==> src/rtl/control_unit_if.sv <==
`default_nettype none
// ============================================================================
//  Module      : control_unit_if
//  Description : Opcode in / decoded control-flag out bundle for control_unit.
//  Revision    : 1.0  initial release
// ============================================================================
interface control_unit_if;
    logic [5:0] opcode;
    logic       ALU;
    logic       BRA;
    logic       L;
    logic       S;
    logic       TR;
    logic       IMM;
    logic       STACK;
    logic       MOV;

    modport master (
        output opcode,
        input  ALU, BRA, L, S, TR, IMM, STACK, MOV
    );

    modport slave (
        input  opcode,
        output ALU, BRA, L, S, TR, IMM, STACK, MOV
    );
endinterface
`default_nettype wire

==> src/rtl/control_unit.sv <==
`default_nettype none
// ============================================================================
//  Module      : control_unit
//  Description : Registered 6-bit opcode decoder producing instruction-class
//                flags. Optional stack opcodes 0x3C-0x3F: CU_STACK_OPS_EN.
//  Revision    : 1.0  initial release
// ============================================================================
module control_unit (
    input  wire logic         clk,
    input  wire logic         rst,
    control_unit_if.slave     bus
);

    typedef struct packed {
        logic alu;
        logic bra;
        logic l;
        logic s;
        logic tr;
        logic imm;
        logic stack;
        logic mov;
    } flags_t;

    flags_t w_dec;

    // Opcode space splits into quarters on [5:4], then 4-opcode groups on [3:2].
    always_comb begin
        w_dec = '0;
        case (bus.opcode[5:4])
            2'b00: w_dec.alu = (bus.opcode[3:0] != 4'h0);
            2'b01: begin
                w_dec.alu = 1'b1;
                w_dec.imm = 1'b1;
            end
            2'b10: begin
                case (bus.opcode[3:2])
                    2'b00:   w_dec.l = 1'b1;
                    2'b01:   w_dec.s = 1'b1;
                    2'b10: begin
                        w_dec.l   = 1'b1;
                        w_dec.imm = 1'b1;
                    end
                    default: w_dec.mov = 1'b1;
                endcase
            end
            default: begin
                case (bus.opcode[3:2])
                    2'b00:   w_dec.bra = 1'b1;
                    2'b01: begin
                        w_dec.bra = 1'b1;
                        w_dec.imm = 1'b1;
                    end
                    2'b10:   w_dec.tr = 1'b1;
                    default: begin
`ifdef CU_STACK_OPS_EN
                        w_dec.stack = 1'b1;
                        case (bus.opcode[1:0])
                            2'b00:   w_dec.s   = 1'b1;
                            2'b01:   w_dec.l   = 1'b1;
                            default: w_dec.bra = 1'b1;
                        endcase
`else
                        // Stack opcodes decode as NOP when the feature is absent.
                        w_dec = '0;
`endif
                    end
                endcase
            end
        endcase
    end

    always_ff @(posedge clk or posedge rst) begin
        if (rst) begin
            bus.ALU   <= 1'b0;
            bus.BRA   <= 1'b0;
            bus.L     <= 1'b0;
            bus.S     <= 1'b0;
            bus.TR    <= 1'b0;
            bus.IMM   <= 1'b0;
            bus.STACK <= 1'b0;
            bus.MOV   <= 1'b0;
        end else begin
            bus.ALU   <= w_dec.alu;
            bus.BRA   <= w_dec.bra;
            bus.L     <= w_dec.l;
            bus.S     <= w_dec.s;
            bus.TR    <= w_dec.tr;
            bus.IMM   <= w_dec.imm;
            bus.STACK <= w_dec.stack;
            bus.MOV   <= w_dec.mov;
        end
    end

endmodule
`default_nettype wire

==> src/flat_wrapper.sv <==
// flat-port wrapper written by rule: the top's interface ports become plain ports
module control_unit_flat 
  (clk, rst, bus_opcode, bus_ALU, bus_BRA, bus_L, bus_S, bus_TR, bus_IMM, bus_STACK, bus_MOV);
  control_unit_if bus_i ();
  input  wire logic clk;
  input  wire logic rst;
  input wire logic [$bits(bus_i.opcode)-1:0] bus_opcode;
  output wire logic [$bits(bus_i.ALU)-1:0] bus_ALU;
  output wire logic [$bits(bus_i.BRA)-1:0] bus_BRA;
  output wire logic [$bits(bus_i.L)-1:0] bus_L;
  output wire logic [$bits(bus_i.S)-1:0] bus_S;
  output wire logic [$bits(bus_i.TR)-1:0] bus_TR;
  output wire logic [$bits(bus_i.IMM)-1:0] bus_IMM;
  output wire logic [$bits(bus_i.STACK)-1:0] bus_STACK;
  output wire logic [$bits(bus_i.MOV)-1:0] bus_MOV;
  assign bus_i.opcode = bus_opcode;
  assign bus_ALU = bus_i.ALU;
  assign bus_BRA = bus_i.BRA;
  assign bus_L = bus_i.L;
  assign bus_S = bus_i.S;
  assign bus_TR = bus_i.TR;
  assign bus_IMM = bus_i.IMM;
  assign bus_STACK = bus_i.STACK;
  assign bus_MOV = bus_i.MOV;
  control_unit u_core (.clk(clk), .rst(rst), .bus(bus_i));
endmodule
==> config.mk <==
export PLATFORM = sky130hd
export DESIGN_NAME = control_unit_flat
export DESIGN_NICKNAME = d
export VERILOG_FILES = /design/src/rtl/control_unit_if.sv /design/src/rtl/control_unit.sv /design/src/flat_wrapper.sv
export SDC_FILE = /design/constraint.sdc
export NUM_CORES = 1
export LEC_CHECK = 0
export ABC_AREA = 1
export CAP_MARGIN = 20
export CELL_PAD_IN_SITES_DETAIL_PLACEMENT = 1
export CELL_PAD_IN_SITES_GLOBAL_PLACEMENT = 1
export CORE_AREA = 5 5 42 44
export CTS_CLUSTER_DIAMETER = 30
export DETAILED_ROUTE_END_ITERATION = 10
export DIE_AREA = 0 0 47 49
export PLACE_DENSITY = 0.71
export REMOVE_ABC_BUFFERS = 1
export SLEW_MARGIN = 25
export SYNTH_ARGS = -nofsm -noshare
export SYNTH_HDL_FRONTEND = slang
export SYNTH_SLANG_ARGS = --single-unit
export TNS_END_PERCENT = 50
==> constraint.sdc <==
create_clock -name clk -period 0.8 [get_ports clk]
set_input_delay 0.16 -clock clk [delete_from_list [all_inputs] [get_ports clk]]
set_output_delay 0.16 -clock clk [all_outputs]
set_load 0.1 [all_outputs]
# After elaboration in Yosys (flattened, before gate mapping)
# Cells that the tools add are included.
# totals
input_bits	8
output_inout_bits	8
elab_cells	29
regBits	7
# op_classes
n_mux	11
n_reduce_logical	7
eq_ne	4
# op_table
operator	count
two-way mux 1 bit	8
OR reduction 3 bit	2
equality test 2 x 1 -> 1 bit, second input constant	2
equality test 2 bit, second input constant	2
logical NOT 2 bit	2
nonzero test 4 bit	1
OR reduction 2 bit	2
case mux 1 bit (3 select lines)	1
two-way mux 2 bit	1
case mux 1 bit (2 select lines)	1

# Depth between registers and ports, before layout
# Gate-level depths: netlist (run 1).
# depth
word_depth	4
ltp_mapped	5
depth_no_buf	5

# Worst setup path after synthesis (run 1)
# Ideal clock, no wire load.
# synth_path
path_type	reg-to-output
startpoint	register u_core.bus.ALU
endpoint	output port bus_ALU
arrival_ns	0.883
setup_slack_ns	-0.243
n_path_buf	0
required_ns	0.640
stages_incl_launch_ff	1
path_cell_list	dfrtp_1
# synth_rtl
element	line_no	rtl
start: declaration	control_unit_if.sv:25	output ALU, BRA, L, S, TR, IMM, STACK, MOV
start signal: assignment	control_unit.sv:84	bus.ALU <= w_dec.alu;
end: declaration	flat_wrapper.sv:8	output wire logic [$bits(bus_i.ALU)-1:0] bus_ALU;
# No word-level cell between the ends.

# Worst setup path in the final report (run 1)
# layout_path
startpoint	register u_core.bus.ALU
endpoint	output port bus_ALU
# No word-level cell between the ends.

==> results of run 1 <==
[synth_stat cells]
| cell | n |
|---|---|
| buf_4 | 1 |
| inv_1 | 2 |
| nor2_2 | 1 |
| nor3_1 | 1 |
| inv_2 | 2 |
| nor2_1 | 8 |
| nand2_1 | 11 |
| conb_1 | 1 |
| dfrtp_1 | 7 |
[state kept, by name, indices dropped and copies added, names as in the netlist]
register	cells
u_core.bus.L	1
u_core.bus.MOV	1
u_core.bus.BRA	1
u_core.bus.IMM	1
u_core.bus.TR	1
u_core.bus.ALU	1
u_core.bus.S	1
[stage by stage]
| stage | utilization, % | TNS, ns | setup slack (ns) |
|---|---|---|---|
| detailed placement | 36.7 | -1.97 | -0.324 |
| floorplan | - | -1.70 | -0.243 |
| CTS | 38.8 | -1.33 | -0.198 |
| global route | 38.8 | -1.42 | -0.209 |
| global placement | 36.7 | -1.77 | -0.280 |
| finish | 38.8 | -1.23 | -0.182 |
[placed cells by master (no fill, tap or decap), types with 3 or more instances in the layout]
master,synthesis,routed
buf_12,0,7
nand2_1,11,10
dlygate4sd2_1,0,4
inv_2,2,3
clkdlybuf4s50_1,0,3
clkbuf_4,0,3
nor2_1,8,8
dfrtp_1,7,7
[cell type report]
cell class | count | area, um2
inverter | 4 | 15.0
timing repair buffer | 15 | 213
tap | 16 | 20.0
clock buffer | 3 | 22.5
fill | 176 | 857
multi-input combinational | 22 | 93.8
sequential | 7 | 175
clock inverter | 1 | 5.00
[logic make-up after synthesis]
kind of cell / count (synthesis) / synth area share [%]
buffers and inverters: 5 / 7.93
flip-flops: 7 / 61.7
other: 1 / 1.32
AND/OR/NAND/NOR: 21 / 29.1
[layer usage]
layer	track usage (%)	share of wire [%]
met4	11.1	4.9
met1	6.08	30
met2	12.4	59
met5	0	0
met3	2.21	6.5
[what timing repair did]
| item | 4_1_cts | 5_1_grt |
|---|---|---|
| gates resized for setup | 7 | 0 |
| endpoints found under the setup margin | 13 | 7 |
| hold buffers | 0 | 0 |
[worst max path at each step]
| stage | start | endpoint | cells after the start |
|---|---|---|---|
| after global placement | bus_opcode[2] | u_core.bus.ALU$_DFF_PP0_ | 5 |
| after CTS | u_core.bus.TR$_DFF_PP0_ | bus_TR | 1 |
| after global routing | u_core.bus.S$_DFF_PP0_ | bus_S | 1 |
| after floorplan | u_core.bus.ALU$_DFF_PP0_ | bus_ALU | 0 |
| after detailed placement | bus_opcode[3] | u_core.bus.IMM$_DFF_PP0_ | 6 |
| final | u_core.bus.ALU$_DFF_PP0_ | bus_ALU | 1 |
[power by group through the flow]
| stage | combinational, mW | sequential [mW] | clock, mW |
|---|---|---|---|
| global route | 0.306 | 0.385 | 0.340 |
| finish | 0.292 | 0.383 | 0.314 |
| global placement | 0.292 | 0.389 | 0 |
| CTS | 0.294 | 0.384 | 0.328 |
| floorplan | 0.0548 | 0.497 | 0 |
| detailed placement | 0.297 | 0.390 | 0 |
==> out/metrics.cfg, run 1 <==
[critical_path]
slowest_stage=dfrtp_1
critical_path_buf_inv_count=1
crit_required_ns=0.64
cp_top_family=flip-flops
crit_path_start_kind=flop
slowest_delay_ns=0.40
cp-end-kind=output port
worst-setup-path-type=reg -> out
worstPathCellList=buf_12
critPathMaxFanout=1
arrival_ns=0.82

[clock_tree]
clockBufferDepth=2
cts_tree=built
cts.sinks=7
cts_buffers=3
cts_root_buf=clkbuf_4
path_clk_slew_ns=0.06
cts_setup_buffers=0
htreeDepth=1

[outcome]
violations=negative setup slack
status=complete, but fails checks

[pwr]
power.internal_mw=0.652
pwr-share-clk_pct=31.7
p_seq_share_pct=38.8
swShare_pct=34.0
switchingPower_mw=0.336
peakVddDrop_mv=0.789
power_mw=0.988
power_frac_comb_pct=29.5
pwr_density_cell_mw_per_mm2=1820
p_leak_nw=0.274

[die]
fp.dieH_um=49
die_area_mm2=0.00230
die_w_um=47
fp-row-count=14
initial_core_util_pct=20.3
core-area_mm2=0.00140
io_pins=16

[placement]
placed_cell_area_um2=514
port_buffers=14
place_inst=64
gp_routability_congestion=0.748

[global_route]
antenna_found_initial=0
grt_util_all_layers_pct=7.95
grt_overflow=0
grt_max_degree=8
grt_pass1_vias=265
grt_pass1_wl_um=1130

[routing]
dr.first_iter.drc_count=5
drc=0
drtPass1Iterations=4
num_vias=260
viasPerCell=3.82
drtAntennaViolNets=0
routed_wl_um=691
avgRoutedWirePerCell_um=10.2

[synthesis]
synth_top_area_share_pct=61.7
ys_seq_area_share_pct=61.7
yosysWarnings=0
yosys-top-cells-area=dfrtp_1 62%, nand2_1 15%, nor2_1 11%, buf_4 2.6%, inv_1 2.6%
syn_area_per_cell_um2=8.35
syn_area_um2=284
synth.distinct_cells=9
synth_seq_cells=7
yosysTopAreaCell=dfrtp_1
synth_cells=34

[cells_and_area]
num_antenna_cells=0
nets=61
synthToLayoutAreaGrowth_pct=91.6
drive_gt1_share_pct=34.6
finalInstanceArea_um2=544
finalNonFillerCells=68

[timing]
layout_setup_ws_ns=-0.182
drv_slew=0
hold_violations=0
grt_setup_unrepaired=yes
clock.fmax_ghz=1.02
setup-violations-final=7
fin_hold_ws_ns=0.130
finalCriticalPeriod_ns=0.982
fin_crit_sh_pct=123

[worst_hold_path]
hold_path_class=in -> async

[job]
drv_cap=0

Power figures use the tool's default switching activity.
==> run 2: changes to the inputs <==
CTS_CLUSTER_DIAMETER = 80   (was 30)
REMOVE_ABC_BUFFERS = unset   (was 1)
==> out/metrics.cfg, run 2 (synthesis gave the netlist of run 1 again) <==
[outcome]
status=complete, but fails checks
violations=negative setup slack

[die]
die_area_mm2=0.00230
die_w_um=47
fp.dieH_um=49
core-area_mm2=0.00140
io_pins=16
fp-row-count=14
initial_core_util_pct=20.3

[routing]
drc=0
wl_met3_um=59
dr_wl_met2_um=370
viasPerCell=3.78
routed_wl_um=657
drtPass1Iterations=2
drt-met1-wl_um=208
dr.first_iter.drc_count=4
num_vias=257
drtAntennaViolNets=0
avgRoutedWirePerCell_um=9.66
top_layer=met4

[placement]
place_inst=64
dpl.hpwl_um=562
port_buffers=14
gp_routability_congestion=0.774
placed_cell_area_um2=531

[global_route]
grt_pass1_wl_um=1060
grt_util_all_layers_pct=6.74
grt_pass1_vias=265
grt_overflow=0
grt_max_degree=8
antenna_found_initial=0

[cells_and_area]
num_antenna_cells=0
finalNonFillerCells=68
layout_common_cells=11 x nand2_1, 8 x nor2_1, 7 x buf_12, 4 x dlygate4sd2_1, 4 x dfrtp_2
final_common_cell=nand2_1
nets=61
finalInstanceArea_um2=552
drive_gt1_share_pct=40.4
nFillCells=168
synthToLayoutAreaGrowth_pct=94.3

[critical_path]
slowest_delay_ns=0.48
cp-end-kind=output port
critical_path_buf_inv_count=1
worst-setup-path-type=reg -> out
crit_required_ns=0.64
worstSetupPathDepth=1
startpoint=u_core.bus.BRA$_DFF_PP0_
crit_end=bus_BRA
cp_top_family=flip-flops
crit_path_start_kind=flop
critPathMaxFanout=1
slowest_stage=dfrtp_4
arrival_ns=0.90
worstPathCellList=buf_12

[clock_tree]
cts_tree=built
cts_root_buf=clkbuf_4
cts_setup_buffers=0
htreeDepth=1
cts.sinks=7
cts_buffers=3
path_clk_slew_ns=0.05
clockBufferDepth=2

[pwr]
power.internal_mw=0.666
p_seq_share_pct=39.8
switchingPower_mw=0.316
power_mw=0.982
pwr-share-clk_pct=31.0
peakVddDrop_mv=0.505
pwr_density_cell_mw_per_mm2=1780
p_leak_nw=0.261
swShare_pct=32.2
power_frac_comb_pct=29.2

[worst_hold_path]
hold_path_class=in -> async

[timing]
layout_setup_ws_ns=-0.256
grt_setup_unrepaired=yes
drv_slew=0
finalSetupTns_ns=-1.46
fin_crit_sh_pct=132
setup-violations-final=7
finalCriticalPeriod_ns=1.06
clock.fmax_ghz=0.947
hold_violations=0

[job]
drv_cap=0

[synthesis]
synth_fp_nets=42

run 2: changes by cell type in the layout (fill, tap and decap cells not counted):
cell      delta
dfrtp_1      -7
dfrtp_2      +4
dfrtp_4      +3
clkbuf_1     +1
clkinv_2     -1
inv_1        +1
inv_2        -1
nand2_1      +1
nand2_2      -1
nor3_1       +1
nor3_2       -1
run 2: through the flow:
stage,util [%],setup slack (ns),hold WS (ns)
after global routing,39.4,-0.289,0.170
after floorplan,-,-0.00565,-0.0368
after global placement,37.9,-0.274,0.409
final,39.4,-0.256,0.142
after CTS,39.4,-0.274,0.144
after detailed placement,37.9,-0.334,0.410
run 2: what timing repair did:
action | in CTS | in global routing
resized for setup | 4 | 0
endpoints found under the setup margin | 13 | 7
pin swaps | 1 | 0
hold buffers | 0 | 0
run 2: layer usage:
layer	track usage (%)	up-vias
li1	-	132
met1	6.08	112
met2	11.3	11
met3	0	2
met4	8.29	0
met5	0	-
run 2: cell type report:
type                            instances  area, um2  share of cell area [%]
Clock buffer                            4       26.3                    4.76
Sequential cell                         7        191                    34.7
Tap cell                               16       20.0                    3.63
Inverter                                4       15.0                    2.72
Timing Repair Buffer                   15        213                    38.5
Multi-Input combinational cell         22       86.3                    15.6
run 2: worst min-delay path by stage:
stage / slack [ns] / end / cells past startpoint
2_1_floorplan: -0.04 / u_core.bus.ALU$_DFF_PP0_ / 1
3_3_place_gp: 0.41 / u_core.bus.ALU$_DFF_PP0_ / 2
3_5_place_dp: 0.41 / u_core.bus.ALU$_DFF_PP0_ / 2
4_1_cts: 0.14 / u_core.bus.ALU$_DFF_PP0_ / 2
5_1_grt: 0.17 / u_core.bus.ALU$_DFF_PP0_ / 2
6_report: 0.14 / u_core.bus.ALU$_DFF_PP0_ / 2
run 2: power groups by stage:
stage               clock network [mW]  logic (mW)  registers (mW)
floorplan                            0      0.0587           0.507
global placement                     0       0.292           0.397
detailed placement                   0       0.296           0.398
CTS                              0.320       0.289           0.392
global route                     0.339       0.299           0.393
finish                           0.304       0.287           0.391
